==> config.mk <==
export PLATFORM = sky130hd
export DESIGN_NAME = seven_segments_decoder_flat
export DESIGN_NICKNAME = d
export VERILOG_FILES = /design/src/rtl/seven_segments_decoder_if.sv /design/src/rtl/seven_segments_decoder.sv /design/src/flat_wrapper.sv
export SDC_FILE = /design/constraint.sdc
export NUM_CORES = 1
export LEC_CHECK = 0
export CAP_MARGIN = 20
export CORE_MARGIN = 4
export CORE_UTILIZATION = 33
export CTS_CLUSTER_DIAMETER = 120
export DETAILED_ROUTE_END_ITERATION = 6
export PLACE_DENSITY = 0.57
export SYNTH_ARGS = -nofsm -noshare
export SYNTH_HDL_FRONTEND = slang
export SYNTH_SLANG_ARGS = --single-unit
==> constraint.sdc <==
create_clock -name i_Clk -period 6 [get_ports i_Clk]
set_clock_uncertainty 0.2 [all_clocks]
set_input_delay 0.9 -clock i_Clk [delete_from_list [all_inputs] [get_ports i_Clk]]
set_output_delay 0.9 -clock i_Clk [all_outputs]
set_load 0.1 [all_outputs]
==> src/rtl/seven_segments_decoder_if.sv <==
// Segment readback bus: two active-low digit buses in, decoded value and status out.
// The decoder sits on the slave side; the driver of the segments and consumer of results is the master.
interface seven_segments_decoder_if;
  logic [6:0] segment1;   // tens digit, active-low, bit6=g .. bit0=a
  logic [6:0] segment2;   // ones digit, same encoding
  logic       clear;      // one-cycle pulse, clears the sticky error
  logic [6:0] value;      // last valid decoded value, tens*10+ones
  logic       valid;      // one-cycle pulse when value updates
  logic       error;      // sticky illegal-pattern flag
  logic       stable;     // high while the decoded pattern is held

  modport master (
    output segment1, segment2, clear,
    input  value, valid, error, stable
  );

  modport slave (
    input  segment1, segment2, clear,
    output value, valid, error, stable
  );
endinterface

==> src/rtl/seven_segments_decoder.sv <==
// Reads back a two-digit active-low seven-segment pair, qualifies it over a stability
// window and reports each new decoded value (0-99) once, flagging illegal digit patterns.
module seven_segments_decoder #(
  parameter int unsigned STABLE_CYCLES = 4  // legal range 2..255
) (
  input  logic                     i_Clk,
  input  logic                     i_Rst_L,
  seven_segments_decoder_if.slave  bus
);

  typedef enum logic [1:0] {
    ST_WAIT,
    ST_DECODE,
    ST_HOLD
  } state_t;

  localparam logic [13:0] BLANK = 14'h3FFF;
  localparam logic [7:0]  LAST  = 8'(STABLE_CYCLES - 1);

  // Returns {legal, digit}; anything outside the ten digit glyphs is illegal.
  function automatic logic [4:0] decode_digit(input logic [6:0] seg);
    case (seg)
      7'b1000000: return {1'b1, 4'd0};
      7'b1111001: return {1'b1, 4'd1};
      7'b0100100: return {1'b1, 4'd2};
      7'b0110000: return {1'b1, 4'd3};
      7'b0011001: return {1'b1, 4'd4};
      7'b0010010: return {1'b1, 4'd5};
      7'b0000010: return {1'b1, 4'd6};
      7'b1111000: return {1'b1, 4'd7};
      7'b0000000: return {1'b1, 4'd8};
      7'b0010000: return {1'b1, 4'd9};
      default:    return 5'b0_0000;
    endcase
  endfunction

  logic [13:0] sync1_q, sync2_q;
  logic [13:0] cand_q,  cand_d;
  logic [7:0]  cnt_q,   cnt_d;
  state_t      state_q, state_d;
  logic [6:0]  value_q, value_d;
  logic        valid_q, valid_d;
  logic        error_q, error_d;
  logic        first_q, first_d;

  logic [4:0]  tens_dec, ones_dec;
  logic [6:0]  tens7, value_new;

  assign tens_dec  = decode_digit(cand_q[13:7]);
  assign ones_dec  = decode_digit(cand_q[6:0]);
  assign tens7     = {3'b000, tens_dec[3:0]};
  // tens*10 built from shifts; both digits legal bounds the sum at 99.
  assign value_new = (tens7 << 3) + (tens7 << 1) + {3'b000, ones_dec[3:0]};

  // NOTE: every variable gets its default before the case so no path leaves one unassigned and no latch is inferred.
  always_comb begin
    state_d = state_q;
    cand_d  = cand_q;
    cnt_d   = cnt_q;
    value_d = value_q;
    valid_d = 1'b0;
    error_d = error_q;
    first_d = first_q;

    // Clear is applied first so an error raised by DECODE below overrides it.
    if (bus.clear) error_d = 1'b0;

    case (state_q)
      ST_WAIT: begin
        if (sync2_q != cand_q) begin
          cand_d = sync2_q;
          cnt_d  = '0;
        end else if (cnt_q == LAST) begin
          state_d = ST_DECODE;
        end else begin
          cnt_d = cnt_q + 8'd1;
        end
      end

      ST_DECODE: begin
        state_d = ST_HOLD;
        if (cand_q != BLANK) begin
          if (!tens_dec[4] || !ones_dec[4]) begin
            error_d = 1'b1;
          end else begin
            first_d = 1'b0;
            if (value_new != value_q || first_q) begin
              value_d = value_new;
              valid_d = 1'b1;
            end
          end
        end
      end

      ST_HOLD: begin
        if (sync2_q != cand_q) begin
          cand_d  = sync2_q;
          cnt_d   = '0;
          state_d = ST_WAIT;
        end
      end

      default: state_d = ST_WAIT;
    endcase
  end

  // NOTE: sequential state uses non-blocking assignments so every flop samples pre-edge values.
  always_ff @(posedge i_Clk or negedge i_Rst_L) begin
    if (!i_Rst_L) begin
      sync1_q <= BLANK;
      sync2_q <= BLANK;
      cand_q  <= BLANK;
      cnt_q   <= '0;
      state_q <= ST_WAIT;
      value_q <= '0;
      valid_q <= 1'b0;
      error_q <= 1'b0;
      first_q <= 1'b1;
    end else begin
      sync1_q <= {bus.segment1, bus.segment2};
      sync2_q <= sync1_q;
      cand_q  <= cand_d;
      cnt_q   <= cnt_d;
      state_q <= state_d;
      value_q <= value_d;
      valid_q <= valid_d;
      error_q <= error_d;
      first_q <= first_d;
    end
  end

  assign bus.value  = value_q;
  assign bus.valid  = valid_q;
  assign bus.error  = error_q;
  assign bus.stable = (state_q == ST_HOLD);

endmodule
==> src/flat_wrapper.sv <==
// flat-port wrapper written by rule: the top's interface ports become plain ports
module seven_segments_decoder_flat 
#(
  parameter int unsigned STABLE_CYCLES = 4                       
)
  (i_Clk, i_Rst_L, bus_segment1, bus_segment2, bus_clear, bus_value, bus_valid, bus_error, bus_stable);
  seven_segments_decoder_if bus_i ();
  input  logic i_Clk;
  input  logic i_Rst_L;
  input wire logic [$bits(bus_i.segment1)-1:0] bus_segment1;
  input wire logic [$bits(bus_i.segment2)-1:0] bus_segment2;
  input wire logic [$bits(bus_i.clear)-1:0] bus_clear;
  output wire logic [$bits(bus_i.value)-1:0] bus_value;
  output wire logic [$bits(bus_i.valid)-1:0] bus_valid;
  output wire logic [$bits(bus_i.error)-1:0] bus_error;
  output wire logic [$bits(bus_i.stable)-1:0] bus_stable;
  assign bus_i.segment1 = bus_segment1;
  assign bus_i.segment2 = bus_segment2;
  assign bus_i.clear = bus_clear;
  assign bus_value = bus_i.value;
  assign bus_valid = bus_i.valid;
  assign bus_error = bus_i.error;
  assign bus_stable = bus_i.stable;
  seven_segments_decoder #(.STABLE_CYCLES(STABLE_CYCLES)) u_core (.i_Clk(i_Clk), .i_Rst_L(i_Rst_L), .bus(bus_i));
endmodule
# Word level (Yosys, flattened, before mapping)
# Index checks and enable logic that the tools add are counted.
classes:
  n_addsub: 3
  eq_ne: 28
  n_mux: 18
  n_bitwise: 1
  n_reduce_logical: 14
op_table:
  columns: ["cell", "count"]
  rows:
  - ["$pmux W5 S10", 2]
  - ["$eq A7 B5 Y1 const B", 6]
  - ["$eq A7 B7 Y1 const B", 6]
  - ["$eq A7 B6 Y1 const B", 4]
  - ["$mux W8", 3]
  - ["$pmux W8 S2", 1]
  - ["$eq A7 B2 Y1 const B", 2]
  - ["$logic_not A7 Y1", 2]
  - ["$ne A14 B14 Y1", 1]
  - ["$ne A14 B14 Y1 const B", 1]
  - ["$reduce_and A3 Y1", 3]
  - ["$add A8 B1 Y8 const B", 1]
  - ["$eq A8 B2 Y1 const B", 1]
  - ["$mux W1", 8]
  - ["$add A7 B4 Y7", 1]
  - ["$add A7 B5 Y7", 1]
  - ["$ne A7 B7 Y1", 1]
  - ["$mux W2", 3]
  - ["$pmux W2 S3", 1]
  - ["$ne A2 B1 Y1 const B", 2]
  - ["$reduce_and A4 Y1", 1]
  - ["$ne A3 B2 Y1 const B", 1]
  - ["$eq A2 B1 Y1 const B", 1]
  - ["$eq A2 B2 Y1 const B", 1]
  - ["other kinds (8)", 10]
totals:
  regBits: 62
  inputBits: 17
  out_inout_bits: 10
  word_cells: 73

# Logic depth before layout (Yosys ltp)
# Gate-level depths: netlist (run 1).
depth:
  depth_word: 10
  mapped_depth: 16
  depth_no_buf: 15

# Worst setup path after synthesis (run 1)
# No wires, ideal clock.
synth_timing:
  path_kind: "reg-to-reg"
  from: "register u_core.cand_q[11]"
  to: "register u_core.value_q[2], in the netlist u_core.bus.value[2]"
  setup_ps: 126
  arrival_time_ps: 3551
  required_time_ps: 5674
  slack_ps: 2123
  path_stages_with_launch: 15
  path_buffers: 1
  period_less_slack_ps: 3877
  cell_sequence: "dfstp_2 clkbuf_1 nor2b_1 a21oi_1 o21a_1 inv_1 ha_1 ha_1 inv_1 fa_1 xnor2_1 or4_4 nor4_4 a21oi_4 mux2_4"
synth_via:
  elab_chain_cells: 7
  word_cells_on_any_way: 20
  cone_classes: "add/sub (2); eq/ne (11); mux (1); bitwise (1); reduce/logical (5)"
synth_lines:
  columns: ["item", "line_no", "rtl"]
  rows:
  - ["from (decl)", "seven_segments_decoder.sv:38", "logic [13:0] cand_q, cand_d;"]
  - ["from (signal assigned)", "seven_segments_decoder.sv:122", "cand_q <= cand_d;"]
  - ["$eq A7 B5 Y1, or another cell as far along", "seven_segments_decoder.sv:22", "case (seg)"]
  - ["$pmux W5 S10", "seven_segments_decoder.sv:22", null]
  - ["$add A7 B5 Y7", "seven_segments_decoder.sv:53", "assign value_new = (tens7 << 3) + (tens7 << 1) + {3'b000, ones_dec[3:0]};"]
  - ["$add A7 B4 Y7", "seven_segments_decoder.sv:53", null]
  - ["$ne A7 B7 Y1", "seven_segments_decoder.sv:87", "if (value_new != value_q || first_q) begin"]
  - ["$logic_or A1 B1 Y1", "seven_segments_decoder.sv:87", null]
  - ["$reduce_and A4 Y1 (no line)", null, null]
  - ["to (signal assigned)", "seven_segments_decoder.sv:125", "value_q <= value_d;"]
  - ["to (decl)", "seven_segments_decoder.sv:41", "logic [6:0] value_q, value_d;"]
# Several ways; a longest one is shown, not always the timed one.
# A chain may end at the register's enable or synchronous reset.

# Final worst setup path (run 1)
layout_timing:
  from: "register u_core.cand_q[13]"
  to: "register u_core.value_q[2], in the netlist u_core.bus.value[2]"
# Same word-level chain as after synthesis.

==> impl_metrics.ini, run 1 <==
[cells_and_area]
num_antenna_cells = 0
flow.area_growth_from_synthesis_pct = 17.5
nNetsFinal = 316
final_area_um2 = 3670
post_route_cells_drive_above_1_share = 0.302

[timing]
worst_slack_ps = 1990
final_hold_viol_count = 0
final.period_utilization = 0.668
hold-worst-slack_ps = 152
totalNegativeSetupSlack_ps = 0
slew_headroom = 0.348
fmaxAchievable_mhz = 249
slew_violations = 0
worst_pin_slew_ps = 975
post-route-min-period_ps = 4010
rsz0062_at_grt = no
finalSetupViolCount = 0

[clock_network]
cts_buffers = 9
worst_skew_pair.late_latency_ps = 340
cts.reportedPaths.clkPinSlew_ps = 70
clock-sinks = 62
ctsHoldBuffers = 0
post_cts_buffers = 0
ctsResizeCount = 0
clock_tree_from_tritoncts = done
cts.root.buffer_cell = sky130_fd_sc_hd__clkbuf_8
h_tree_lvls = 3
cts_max_path_buffers = 2

[logic_synthesis]
synth_sequential_area_ratio = 0.515
yosys.area.top_type_share = 0.362
synthCells = 266
synthMostInstantiatedCell = sky130_fd_sc_hd__dfstp_2
synth_area_leaders = sky130_fd_sc_hd__dfstp_2 (36%), sky130_fd_sc_hd__dfrtp_1 (15%), sky130_fd_sc_hd__xor2_1 (5.6%)
synthFlopType = sky130_fd_sc_hd__dfstp_2
synth_enable_flop_cells = 0
synth_seq_cells = 62
postSynthNetCount = 292
synth_commonest_cells = sky130_fd_sc_hd__dfstp_2 (43), sky130_fd_sc_hd__xor2_1 (20), sky130_fd_sc_hd__dfrtp_1 (19), sky130_fd_sc_hd__nor2_1 (19), sky130_fd_sc_hd__mux2_2 (15)
synth_warnings = 0
syn-mean-instance-area_um2 = 11.7
mappedNetlistArea_um2 = 3120
asyncSetResetFlopFracSynth = 1.00
yosysTopAreaCell = sky130_fd_sc_hd__dfstp_2
post_synth_num_cell_types = 53

[power]
power_leakage_nw = 1.44
cell_internal_pwr_mw = 0.678
share_seq_of_total_power = 0.519
power_density_nw_per_um2 = 243
irDropWorstVdd_mv = 0.208
share_clk_of_total_power = 0.421
combinationalPowerShare = 0.060
netSwitchingPower_mw = 0.214
switching_share = 0.240

[global_route]
grt_antenna_before_repair = 0
grt_pass1_vias = 1972
grt_overflow = 0
grt_first_pass_wirelength_um = 9380
grt.total_usage = 0.106
grt_max_degree = 63

[floorplanning]
initial_utilization = 0.338
die_width_um = 105
die-height_um = 105
design.portCount = 27
die-area_um2 = 11100
std_cell_rows = 35
core_um2 = 9240

[route]
drt-total-wl_um = 5340
highest_signal_layer_in_the_routed_design = met4
drc_errors = 0
wl_met2_um = 2430
wl_per_cell_um = 12.6
dr_total_vias = 1989
route.met3.wl_um = 297
detailedRoute.firstPassIterationCount = 4
m1_wl_um = 2510
detailedRoute.firstIterationViolations = 95
post_drt_via_cell_ratio = 4.69
post_drt_antenna_nets = 0

[critical_path]
path_buf_inv = 1
cp_cell_sequence = and4b_1 > a21oi_1 > o41ai_1 > ha_1 > inv_1 > fa_1 > xor2_1 > xnor2_1 > or4_4 > nor4_4 > a21oi_4 > mux2_4
critical_path.slowest_cell = sky130_fd_sc_hd__dfstp_2
critical_path.startpoint_type = register
timing_worst_setup_path_type = register to register
worstPathRequired_ps = 6030
crit_path_dat_ps = 4030
path_max_fanout = 12
critPathCaptureType = register
critPathTopFamily = simple AND/OR/NAND/NOR gates
critical_path.max_stage_delay_ps = 670

[place]
buffer_ports.inserted = 26
post-place-ws_ps = 1990
gp_congestion = 0.803
postPlaceCellArea_um2 = 3460
half_perimeter_wire_length_after_placement_um = 3830

[run]
max_cap_viol_count = 0

[hold_path]
min-delay-path-class = register to register

[status]
outcome = complete, no violations
==> power groups by stage <==
stage / Combinational (mW) / Sequential [mW] / Clock (mW)
after floorplan: 0.0441 / 0.456 / 0
after global placement: 0.0541 / 0.469 / 0
after detailed placement: 0.0545 / 0.470 / 0
after CTS: 0.0547 / 0.463 / 0.394
after global routing: 0.0604 / 0.466 / 0.408
final: 0.0532 / 0.463 / 0.376
==> metal layers <==
metal / global-route usage / up-vias
met2: 0.160 / 48
met1: 0.139 / 956
li1: - / 973
met4: 0.0394 / 0
met5: 0 / -
met3: 0.0380 / 12
==> cells by family (layout without fill, tap and decap cells) <==
logic type                 after synthesis  after routing  synth area share
xor gates and xnor gates                34             34            0.0955
and+or+nand+nor                         87             87             0.168
DFF                                     62             62             0.515
adders and majority gates                9              9            0.0385
muxes                                   19             19            0.0686
buffers and inverters                   26             55            0.0429
AOI/OAI and AO/OA                       29             29            0.0714
==> layout make-up <==
| cell class | count | area [um^2] |
|---|---|---|
| tap | 129 | 161 |
| timing repair buffer | 28 | 270 |
| inverter | 11 | 41.3 |
| sequential | 62 | 1610 |
| multi-input combinational | 178 | 1380 |
| clock buffer | 10 | 138 |
| fill | 887 | 5570 |
| clock inverter | 6 | 70.1 |
==> flip-flops by register name (all words and copies together), names as in the netlist <==
signal	cells
u_core.bus.value	7
u_core.state_q	2
u_core.first_q	1
u_core.cand_q	14
u_core.sync1_q	14
u_core.bus.valid	1
u_core.sync2_q	14
u_core.bus.error	1
u_core.cnt_q	8
==> path summary, 6_finish.rpt <==
check	from	end	slack, ps	depth (start not counted)
max in group asynchronous	i_Rst_L	u_core.state_q[0]	4590	2
setup reg to reg	u_core.cand_q[13]	u_core.bus.value[2]	1990	12
hold reg to reg	u_core.sync1_q[8]	u_core.sync2_q[8]	150	0
hold / removal	u_core.sync1_q[8]	u_core.sync2_q[8]	150	0
setup / recovery	u_core.cand_q[13]	u_core.bus.value[2]	1990	12
min in group asynchronous	i_Rst_L	u_core.bus.value[0]	520	2
==> metrics by stage <==
| stage | utilization | cells | power (mW) |
|---|---|---|---|
| 2_1_floorplan | - | 266 | 0.500 |
| 3_3_place_gp | 0.374 | 408 | 0.524 |
| 3_5_place_dp | 0.374 | 408 | 0.525 |
| 4_1_cts | 0.397 | 424 | 0.912 |
| 5_1_grt | 0.397 | 424 | 0.934 |
| 6_report | 0.397 | 424 | 0.892 |
==> cells in the final DEF (no fill, tap or decap), drive strengths merged, types with 9 or more instances in the layout <==
cell type and count:
clkbuf 10, nor2 19, inv 12, o21ai 9, nand2 12, clkdlybuf4s50 25, xor2 20, dfstp 43
mux2 16, xnor2 14, nor4 9, nand3 10, dfrtp 19
(Power assumes the default switching activity.)
==> inputs of run 2 (changes only) <==
--- a/config.mk
+++ b/config.mk
@@ -10,7 +10,7 @@
 export CORE_UTILIZATION = 33
 export CTS_CLUSTER_DIAMETER = 120
 export DETAILED_ROUTE_END_ITERATION = 6
-export PLACE_DENSITY = 0.57
+export PLACE_DENSITY = 0.59
 export SYNTH_ARGS = -nofsm -noshare
 export SYNTH_HDL_FRONTEND = slang
 export SYNTH_SLANG_ARGS = --single-unit
==> constraint.sdc (replaced) <==
create_clock -name i_Clk -period 3.2 [get_ports i_Clk]
set_clock_uncertainty 0.2 [all_clocks]
set_input_delay 0.48 -clock i_Clk [delete_from_list [all_inputs] [get_ports i_Clk]]
set_output_delay 0.48 -clock i_Clk [all_outputs]
set_load 0.1 [all_outputs]
==> impl_metrics.ini, run 2 (synthesized netlist as in run 1, its figures left out) <==
[global_route]
grt_antenna_before_repair = 0
grt_pass1_vias = 2208
grt_max_degree = 63
grt_overflow = 0
grt_first_pass_wirelength_um = 10400
grt.total_usage = 0.117

[critical_path]
path_buf_inv = 1
cp_cell_sequence = nor2b_2 > nor3b_2 > o21ai_1 > o41ai_4 > ha_1 > inv_2 > fa_2 > xnor2_1 > or4_4 > nor4_4 > a21oi_4 > mux2_4
crit_path_dat_ps = 3680
critical_path.startpoint_type = register
critPathTopFamily = simple AND/OR/NAND/NOR gates
worst_r2r_path_depth = 12
timing.rr.start = u_core.cand_q[8]
worstPathRequired_ps = 3220
critical_path.max_stage_delay_ps = 620
critPathCaptureType = register
timing_worst_setup_path_type = register to register
path_max_fanout = 7
critical_path.slowest_cell = sky130_fd_sc_hd__dfstp_2
r2r-end = u_core.bus.value[2]
r2r_setup_slack_ps = -460

[clock_network]
cts_buffers = 9
ctsHoldBuffers = 0
clock_tree_from_tritoncts = done
h_tree_lvls = 3
cts.reportedPaths.clkPinSlew_ps = 70
clock-sinks = 62
cts_max_path_buffers = 2
cts.root.buffer_cell = sky130_fd_sc_hd__clkbuf_8
worst_skew_pair.late_latency_ps = 340

[cells_and_area]
registers_with_the_most_flip_flops = u_core.cand_q: 14 flops, u_core.sync1_q: 14 flops, u_core.sync2_q: 14 flops
post_layout_nonfiller_instances = 480
utilization = 0.450
final_area_um2 = 4160
num_antenna_cells = 0
post_route_cells_drive_above_1_share = 0.496
n_fill_cell = 859
flow.area_growth_from_synthesis_pct = 33.3
nNetsFinal = 372
final_cell_mix = sky130_fd_sc_hd__buf_4 (67), sky130_fd_sc_hd__dfstp_2 (43), sky130_fd_sc_hd__nor2_1 (19), sky130_fd_sc_hd__xor2_1 (19), sky130_fd_sc_hd__dfrtp_1 (19)
mostFrequentLayoutCell = sky130_fd_sc_hd__buf_4

[place]
half_perimeter_wire_length_after_placement_um = 4220
numPlacedInstances = 456
buffer_ports.inserted = 26
postPlaceCellArea_um2 = 3830
gp_congestion = 0.879

[timing]
rsz0062_at_grt = yes
slew_headroom = 0.506
slew_violations = 0
fmaxAchievable_mhz = 274
hold-worst-slack_ps = 102
finalSetupViolCount = 4
final_hold_viol_count = 0
worst_pin_slew_ps = 741
worst_slack_ps = -456
final.period_utilization = 1.14
post-route-min-period_ps = 3660

[status]
outcome = finished with violations
violations = setup timing

[floorplanning]
die-area_um2 = 11100
design.portCount = 27
die-height_um = 105
std_cell_rows = 35
initial_utilization = 0.338
die_width_um = 105
core_um2 = 9240

[hold_path]
min-delay-path-class = input port to async pin

[route]
drc_errors = 0
post_drt_via_cell_ratio = 4.49
dr_total_vias = 2157
drt-total-wl_um = 6080
post_drt_antenna_nets = 0
detailedRoute.firstPassIterationCount = 4
detailedRoute.firstIterationViolations = 100
wl_per_cell_um = 12.7

[power]
power_leakage_nw = 1.75
power_density_nw_per_um2 = 388
total_power_mw = 1.61
irDropWorstVdd_mv = 0.279

[run]
max_cap_viol_count = 0
run 2: what timing repair did:
action	in CTS	in global routing
gates resized for setup	11	6
setup buffers	7	1
setup endpoints to repair	4	5
pin swaps	1	1
run 2: power breakdown:
group | switching, mW | leakage (nW) | internal [mW]
Sequential | 0.0256 | 0.718 | 0.833
Clock | 0.313 | 0.0863 | 0.278
Combinational | 0.0728 | 0.947 | 0.0895
Total | 0.411 | 1.75 | 1.20
run 2: final cells by class:
class / instances / area, um^2 / area share
inverters: 11 / 41.3 / 0.00993
multi-input cells: 178 / 1510 / 0.364
clock buffers: 10 / 128 / 0.0307
repair buffers: 84 / 669 / 0.161
clock inverters: 6 / 37.5 / 0.00903
well taps: 129 / 161 / 0.0388
flip-flops and latches: 62 / 1610 / 0.386
run 2: metal layers:
layer | up-vias | wire, um | track usage
li1 | 1083 | - | -
met1 | 1039 | 2810 | 0.150
met2 | 27 | 2980 | 0.191
met3 | 8 | 201 | 0.0349
met4 | 0 | 86 | 0.0366
met5 | - | 0 | 0
run 2: worst max-delay path by stage:
stage,start,endpoint,cells past startpoint
finish,u_core.cand_q[8],u_core.bus.value[2],12
global route,u_core.cand_q[8],u_core.bus.value[2],12
CTS,u_core.cand_q[2],u_core.bus.value[2],13
detailed placement,u_core.cand_q[13],u_core.bus.value[2],14
global placement,u_core.cand_q[13],u_core.bus.value[2],14
floorplan,u_core.cand_q[5],u_core.bus.value[2],14
run 2: worst reg2reg max path: cells and delay by family (launching register included):
family          cells  cell delay [ps]
simple gates        4             1130
xor+xnor            1              140
flops               1              620
compound gates      3              300
mux                 1              300
buf+inv             1               90
fa+ha+maj           2              770
run 2: through the flow:
stage | TNS, ps | worst slack (ps)
after global routing | -2200 | -620
final | -1530 | -456
after global placement | -1410 | -397
after floorplan | -1190 | -456
after CTS | -1280 | -392
after detailed placement | -1650 | -457
